===== src/rtl/data_cache.sv =====
// data_cache
// Direct-mapped, write-through, no-write-allocate data cache sitting between
// the CPU memory stage and a combinational-read, byte-addressed,
// little-endian data memory. A load miss stalls the CPU while the whole line
// is refilled one word per cycle. Stores always go straight to memory and
// update the cached copy only on a hit.
//
// Ports:
//   CLK        clock, all state updates on the rising edge
//   RST        synchronous active-high reset
//   REQ_VALID  CPU access request this cycle
//   REQ_WE     1 = store, 0 = load
//   REQ_A      byte address (bits [1:0] ignored)
//   REQ_WD     store data
//   RD         load data (valid when REQ_VALID && !REQ_WE && !STALL)
//   STALL      CPU must hold its request and freeze
//   MEM_A      word-aligned address to the data memory
//   MEM_WE     data memory write enable
//   MEM_WD     data memory write data
//   MEM_RD     combinational data memory read data
//   HIT_CNT    saturating load-hit counter
//   MISS_CNT   saturating load-miss counter
module data_cache #(
  parameter int A_WIDTH        = 28,
  parameter int SETS           = 8,
  parameter int WORDS_PER_LINE = 4
) (
  input  logic               CLK,
  input  logic               RST,
  input  logic               REQ_VALID,
  input  logic               REQ_WE,
  input  logic [A_WIDTH-1:0] REQ_A,
  input  logic [31:0]        REQ_WD,
  output logic [31:0]        RD,
  output logic               STALL,
  output logic [A_WIDTH-1:0] MEM_A,
  output logic               MEM_WE,
  output logic [31:0]        MEM_WD,
  input  logic [31:0]        MEM_RD,
  output logic [15:0]        HIT_CNT,
  output logic [15:0]        MISS_CNT
);

  localparam int OFF_W   = $clog2(WORDS_PER_LINE);
  localparam int IDX_W   = $clog2(SETS);
  localparam int TAG_W   = A_WIDTH - 2 - OFF_W - IDX_W;
  localparam int LINE_W  = A_WIDTH - 2 - OFF_W;   // tag + index
  localparam int WADDR_W = IDX_W + OFF_W;         // flat data-array index

  typedef enum logic [0:0] {
    IDLE   = 1'b0,
    REFILL = 1'b1
  } state_e;

  // Saturating 16-bit increment used by both performance counters.
  function automatic logic [15:0] sat_inc(input logic [15:0] v);
    sat_inc = (v == 16'hFFFF) ? v : (v + 16'd1);
  endfunction

  // Registered state
  state_e              state_q, state_d;
  logic [OFF_W-1:0]    cnt_q, cnt_d;
  logic [LINE_W-1:0]   line_q, line_d;       // line address being refilled
  logic [SETS-1:0]     valid_q, valid_d;
  logic [15:0]         hit_cnt_q, hit_cnt_d;
  logic [15:0]         miss_cnt_q, miss_cnt_d;

  // Tag and data arrays (not reset)
  logic [TAG_W-1:0]    tag_q  [SETS];
  logic [31:0]         data_q [SETS*WORDS_PER_LINE];

  // Array write ports
  logic                data_we_s;
  logic [WADDR_W-1:0]  data_waddr_s;
  logic [31:0]         data_wdata_s;
  logic                tag_we_s;
  logic [IDX_W-1:0]    tag_widx_s;
  logic [TAG_W-1:0]    tag_wdata_s;

  // Request address decode
  logic [OFF_W-1:0]    req_off_s;
  logic [IDX_W-1:0]    req_idx_s;
  logic [TAG_W-1:0]    req_tag_s;
  logic [LINE_W-1:0]   req_line_s;
  logic [A_WIDTH-1:0]  req_aligned_s;
  logic                hit_s;
  logic [IDX_W-1:0]    fill_idx_s;
  logic [TAG_W-1:0]    fill_tag_s;

  assign req_off_s     = REQ_A[2 +: OFF_W];
  assign req_idx_s     = REQ_A[2+OFF_W +: IDX_W];
  assign req_tag_s     = REQ_A[A_WIDTH-1 -: TAG_W];
  assign req_line_s    = REQ_A[A_WIDTH-1 -: LINE_W];
  assign req_aligned_s = {REQ_A[A_WIDTH-1:2], 2'b00};
  assign hit_s         = valid_q[req_idx_s] && (tag_q[req_idx_s] == req_tag_s);
  assign fill_idx_s    = line_q[IDX_W-1:0];
  assign fill_tag_s    = line_q[LINE_W-1:IDX_W];

  assign HIT_CNT  = hit_cnt_q;
  assign MISS_CNT = miss_cnt_q;

  // Next-state, CPU/memory outputs and array write ports.
  always_comb begin
    state_d      = state_q;
    cnt_d        = cnt_q;
    line_d       = line_q;
    valid_d      = valid_q;
    hit_cnt_d    = hit_cnt_q;
    miss_cnt_d   = miss_cnt_q;
    RD           = 32'h0000_0000;
    STALL        = 1'b0;
    MEM_A        = req_aligned_s;
    MEM_WE       = 1'b0;
    MEM_WD       = REQ_WD;
    data_we_s    = 1'b0;
    data_waddr_s = {req_idx_s, req_off_s};
    data_wdata_s = REQ_WD;
    tag_we_s     = 1'b0;
    tag_widx_s   = fill_idx_s;
    tag_wdata_s  = fill_tag_s;

    if (RST) begin
      // Outputs stay at their quiet defaults; state is cleared in the flops.
      state_d = IDLE;
    end else begin
      case (state_q)
        IDLE: begin
          if (REQ_VALID) begin
            if (REQ_WE) begin
              // Write-through; update the cached copy only when resident.
              MEM_WE    = 1'b1;
              data_we_s = hit_s;
            end else if (hit_s) begin
              RD        = data_q[{req_idx_s, req_off_s}];
              hit_cnt_d = sat_inc(hit_cnt_q);
            end else begin
              STALL      = 1'b1;
              miss_cnt_d = sat_inc(miss_cnt_q);
              line_d     = req_line_s;
              cnt_d      = '0;
              state_d    = REFILL;
            end
          end else begin
            state_d = IDLE;
          end
        end

        REFILL: begin
          // Inputs are ignored; the refill always runs to completion.
          STALL        = 1'b1;
          MEM_A        = {line_q, cnt_q, 2'b00};
          data_we_s    = 1'b1;
          data_waddr_s = {fill_idx_s, cnt_q};
          data_wdata_s = MEM_RD;
          if (cnt_q == OFF_W'(WORDS_PER_LINE - 1)) begin
            valid_d[fill_idx_s] = 1'b1;
            tag_we_s            = 1'b1;
            cnt_d               = '0;
            state_d             = IDLE;
          end else begin
            cnt_d = cnt_q + OFF_W'(1);
          end
        end

        default: begin
          state_d = IDLE;
          cnt_d   = '0;
        end
      endcase
    end
  end

  // Control state and counters, synchronous reset.
  always_ff @(posedge CLK) begin
    if (RST) begin
      state_q    <= IDLE;
      cnt_q      <= '0;
      line_q     <= '0;
      valid_q    <= '0;
      hit_cnt_q  <= 16'h0000;
      miss_cnt_q <= 16'h0000;
    end else begin
      state_q    <= state_d;
      cnt_q      <= cnt_d;
      line_q     <= line_d;
      valid_q    <= valid_d;
      hit_cnt_q  <= hit_cnt_d;
      miss_cnt_q <= miss_cnt_d;
    end
  end

  // Tag and data arrays; write ports are already gated off during reset.
  always_ff @(posedge CLK) begin
    if (data_we_s) begin
      data_q[data_waddr_s] <= data_wdata_s;
    end
    if (tag_we_s) begin
      tag_q[tag_widx_s] <= tag_wdata_s;
    end
  end

endmodule


===== config.mk =====
export PLATFORM = sky130hd
export DESIGN_NAME = data_cache
export DESIGN_NICKNAME = d
export VERILOG_FILES = /design/src/rtl/data_cache.sv
export SDC_FILE = /design/constraint.sdc
export NUM_CORES = 1
export LEC_CHECK = 0
export CORE_MARGIN = 10
export CORE_UTILIZATION = 54
export DETAILED_ROUTE_END_ITERATION = 16
export PLACE_DENSITY = 0.72
export SYNTH_ARGS = -nofsm -noshare
export SYNTH_HDL_FRONTEND = slang
export SYNTH_SLANG_ARGS = --single-unit

===== constraint.sdc =====
create_clock -name CLK -period 7.3 [get_ports CLK]
set_input_delay 2.19 -clock CLK [delete_from_list [all_inputs] [get_ports CLK]]
set_output_delay 2.19 -clock CLK [all_outputs]
set_load 0.02 [all_outputs]

==> results.md <==
* **highest signal layer in the routed design** met4
* **placed wire-length estimate after detailed placement** 65200 um
* **CP required** 5.11 ns
* **maximum count of clock buffers along a single path** 3
* **post-route ant nets** 0
* **clk slew on worst S/H paths** 0.06 ns
* **top-count cell post-synth** edfxtp_1
* **number of placed cells counting well taps** 3806
* **clock insertion delay at the later pin of the skew report** 0.70 ns
* **violations in the final reports** negative setup slack
* **slack of the critical path** -0.0289 ns
* **number of buffers inserted during clock tree synthesis** 120
* **Crit. End Element** output port
* **H-tree levels** 3
* **net switching power** 3.11 mW
* **cell count after synthesis** 2395
* **Global Route Usage Sum** 23.2%
* **maximum number of pins on one net before global-route repair** 59
* **cell area after layout** 0.0587 mm2
* **clock net sink count** 1259
* **number of buffers inserted by port buffering** 217
* **routed metal-1 wire length** 46100 um
* **biggest fanout along the worst timing path** 6
* **met3 WL post-DR** 12100 um
* **highest achievable clock rate** 136 MHz
* **clock share of power** 40.5%
* **number of different library cells in the post-synthesis netlist** 62
* **areal power density over the cells** 255 mW/mm2
* **largest stage delay on the critical path** 0.53 ns
* **share of synthesized flip-flops with an asynchronous set or reset** 0%
* **Setup Crit Path Kind** in2out
* **power share of the combinational group** 5.9%
* **Tightest Pin Transition** 1.11 ns
* **Commonest cells post-synth** edfxtp_1 (1192), mux4_2 (350), nand2_1 (183), mux2i_1 (95), nor2_1 (79)
* **area occupied by multi-input gates** 0.0122 mm2
* **Routed WL** 122000 um
* **switching part of the total** 20.8%
* **post-detailed-route DRC marker count** 0
* **worst hold-check path type** reg2reg
* **master of the slowest instance on the critical path** or3_4
* **Worst Skew** 0.0309 ns
* **ranking of synthesized cells by area** edfxtp_1 (72%), mux4_2 (16%), dfxtp_1 (2.7%), mux2i_1 (1.9%), nand2_1 (1.4%)
* **met2 routed WL** 61200 um
* **final number of setup-violating endpoints** 15
* **Power Internal** 11.8 mW
* **placeable core area** 0.0914 mm2
* **hold-fix buffers at CTS** 0
* **area fraction of the dominant cell type after synthesis** 72.1%
* **residual overflow from global routing** 0
* **antenna diode count** 0
* **fill cell instance count of the final layout** 5831
* **final worst-path cycle share** 100%
* **instance area at placement** 0.0543 mm2
* **#FFs+latches synth** 1259
* **root buffer cell** clkbuf_16
* **via count of the first global-routing pass** 26000
* **warning count from the yosys run** 0
* **Starting Density** 54.3%
* **final instance count without filler cells** 4035
* **number of buffers and inverters on the critical path** 4
* **leakage power** 19.1 nW
* **final number of max-transition violations** 0
* **via-per-instance ratio** 6.33
* **site row count** 111
* **vertical extent of the die** 323 um
* **syn_area_per_cell** 20.7 um2
* **Max-cap violations** 0
* **clock tree from TritonCTS** yes
* **time the worst path needs with I/O delays and setup** 7.33 ns
* **VDD IR max** 0.194 mV
* **post-synthesis instance area** 0.0496 mm2
* **fraction of the core area covered by cells at the end of the flow** 64.2%
* **cell chain of the critical path** buf_16 > buf_12 > mux4_2 > mux2i_1 > xor2_1 > o2111ai_2 > nor4_4 > nand3_2 > or3_4 > clkbuf_16 > nor2_4 > buf_6
* **status** complete, but fails checks
* **storage element area** 0.0371 mm2
* **number of detailed-route iterations in the first pass** 5
* **Die Width** 323 um
* **cell depth of the worst setup path** 12
* **arrival time of data at the critical path endpoint** 5.14 ns
* **number of cells traversed by the worst register-to-register path** 10
* **aggregate negative setup slack** -0.158 ns
* **hold violation count in the final report** 0
* **sequential share of the synthesized area** 74.8%
* **I/O Pins** 222
* **growth of design area from synthesis to finish** 18.2%
* **number of design-rule violations left by the first detailed-router iteration** 2959
* **cell type group with the largest total delay on the critical path** simple AND/OR/NAND/NOR gates
* **die area** 0.104 mm2
* **cell type with the highest aggregate area in the netlist** edfxtp_1
* **antenna violations before repair** 1
* **last weighted congestion value of the routability-driven placer** 0.777
* **worst rel slew slack** 25.6%
* **via count** 25600
* **Avg WL per Cell** 30.3 um
* **post-placement setup slack** -0.780 ns
* **fraction of final layout cells with drive strength greater than 1** 29.0%
* **Hold Worst Slack** 0.454 ns
* **startpoint class of the critical path** input pin
* **relative contribution of sequential cells to total power** 53.6%
* **first-pass GRT wire length** 177000 um
* **worst hold path stage count** 1
* **final layout net count** 2853
* **number of flops mapped to enable cells by yosys** 1192
* **Total Power Consumption** 14.9 mW
* **main flop type after synthesis** edfxtp_1
* **RSZ-0062 raised after global routing** true
routing by layer:
metal,GRT usage (%),vias up
met5,0,-
met4,5.80,0
li1,-,10500
met2,38.6,1309
met1,31.7,13500
met3,4.48,194
final cells by class:
cell class | instances | share of cell area (%)
Inverter | 11 | 0.0704
Sequential cell | 1259 | 63.3
Clock buffer | 151 | 5.34
Clock inverter | 66 | 1.17
Tap cell | 1186 | 2.53
Multi-Input combinational cell | 967 | 20.8
Timing Repair Buffer | 395 | 6.81
placed cells by master, fill, tap and decap left out, types with 20 or more instances in the layout:
cell	n
nor3_2	20
mux4_2	350
dfxtp_1	67
buf_4	149
a21oi_1	23
mux2i_1	93
nor2_1	46
nor2_4	28
clkbuf_1	30
clkbuf_16	124
clkdlybuf4s50_1	178
buf_12	21
edfxtp_1	1192
nand2_1	182
clkinv_1	26
buf_6	33
path summary, 6_finish.rpt:
kind | to | slack [ns] | start
max | RD[28] | -0.03 | REQ_A[5]
max reg2reg | data_q[25][3] | 2.71 | tag_q[0][10]
min | valid_q[2] | 0.45 | valid_q[2]
min reg2reg | valid_q[2] | 0.45 | valid_q[2]
power groups by stage:
stage | logic, mW | registers (mW) | clock network, mW
floorplan | 0.528 | 8.14 | 0
global placement | 0.839 | 8.14 | 0
detailed placement | 0.861 | 8.15 | 0
CTS | 0.873 | 8.00 | 6.13
global route | 0.949 | 8.00 | 6.41
finish | 0.886 | 8.00 | 6.05
state kept, by name (all words and copies together), names as in the netlist:
signal    cells
MISS_CNT     16
HIT_CNT      16
tag_q       168
data_q     1024
line_q       24
valid_q       8
state_q       1
cnt_q         2
timing repair:
action,4_1_cts,5_1_grt
setup buffers,1,5
gates cloned,2,4
endpoints found under the setup margin,33,33
gates resized for setup,132,120
pin swaps,4,28
kinds of logic (layout without fill, tap and decap cells):
kind of cell / Yosys count / in the layout / synth area share [%]
other cells: 1 / 2 / 0.00756
simple gates: 400 / 400 / 3.79
compound gates: 84 / 84 / 1.11
fa+ha+maj: 3 / 3 / 0.0757
flops: 1259 / 1259 / 74.8
xor+xnor: 17 / 17 / 0.300
buf+inv: 170 / 623 / 1.71
mux: 461 / 461 / 18.2
worst reg2reg max path, cell delays in order, from the launching register on:
cell and delay (ns):
edfxtp_1 0.39, mux4_2 0.47, mux2i_1 0.18, xor2_1 0.19, nand4_1 0.24, nor4_4 0.47
nand3_2 0.13, buf_4 0.17, o31a_1 0.59, nor3_2 1.03, buf_12 0.37
(Power assumes the default switching activity.)
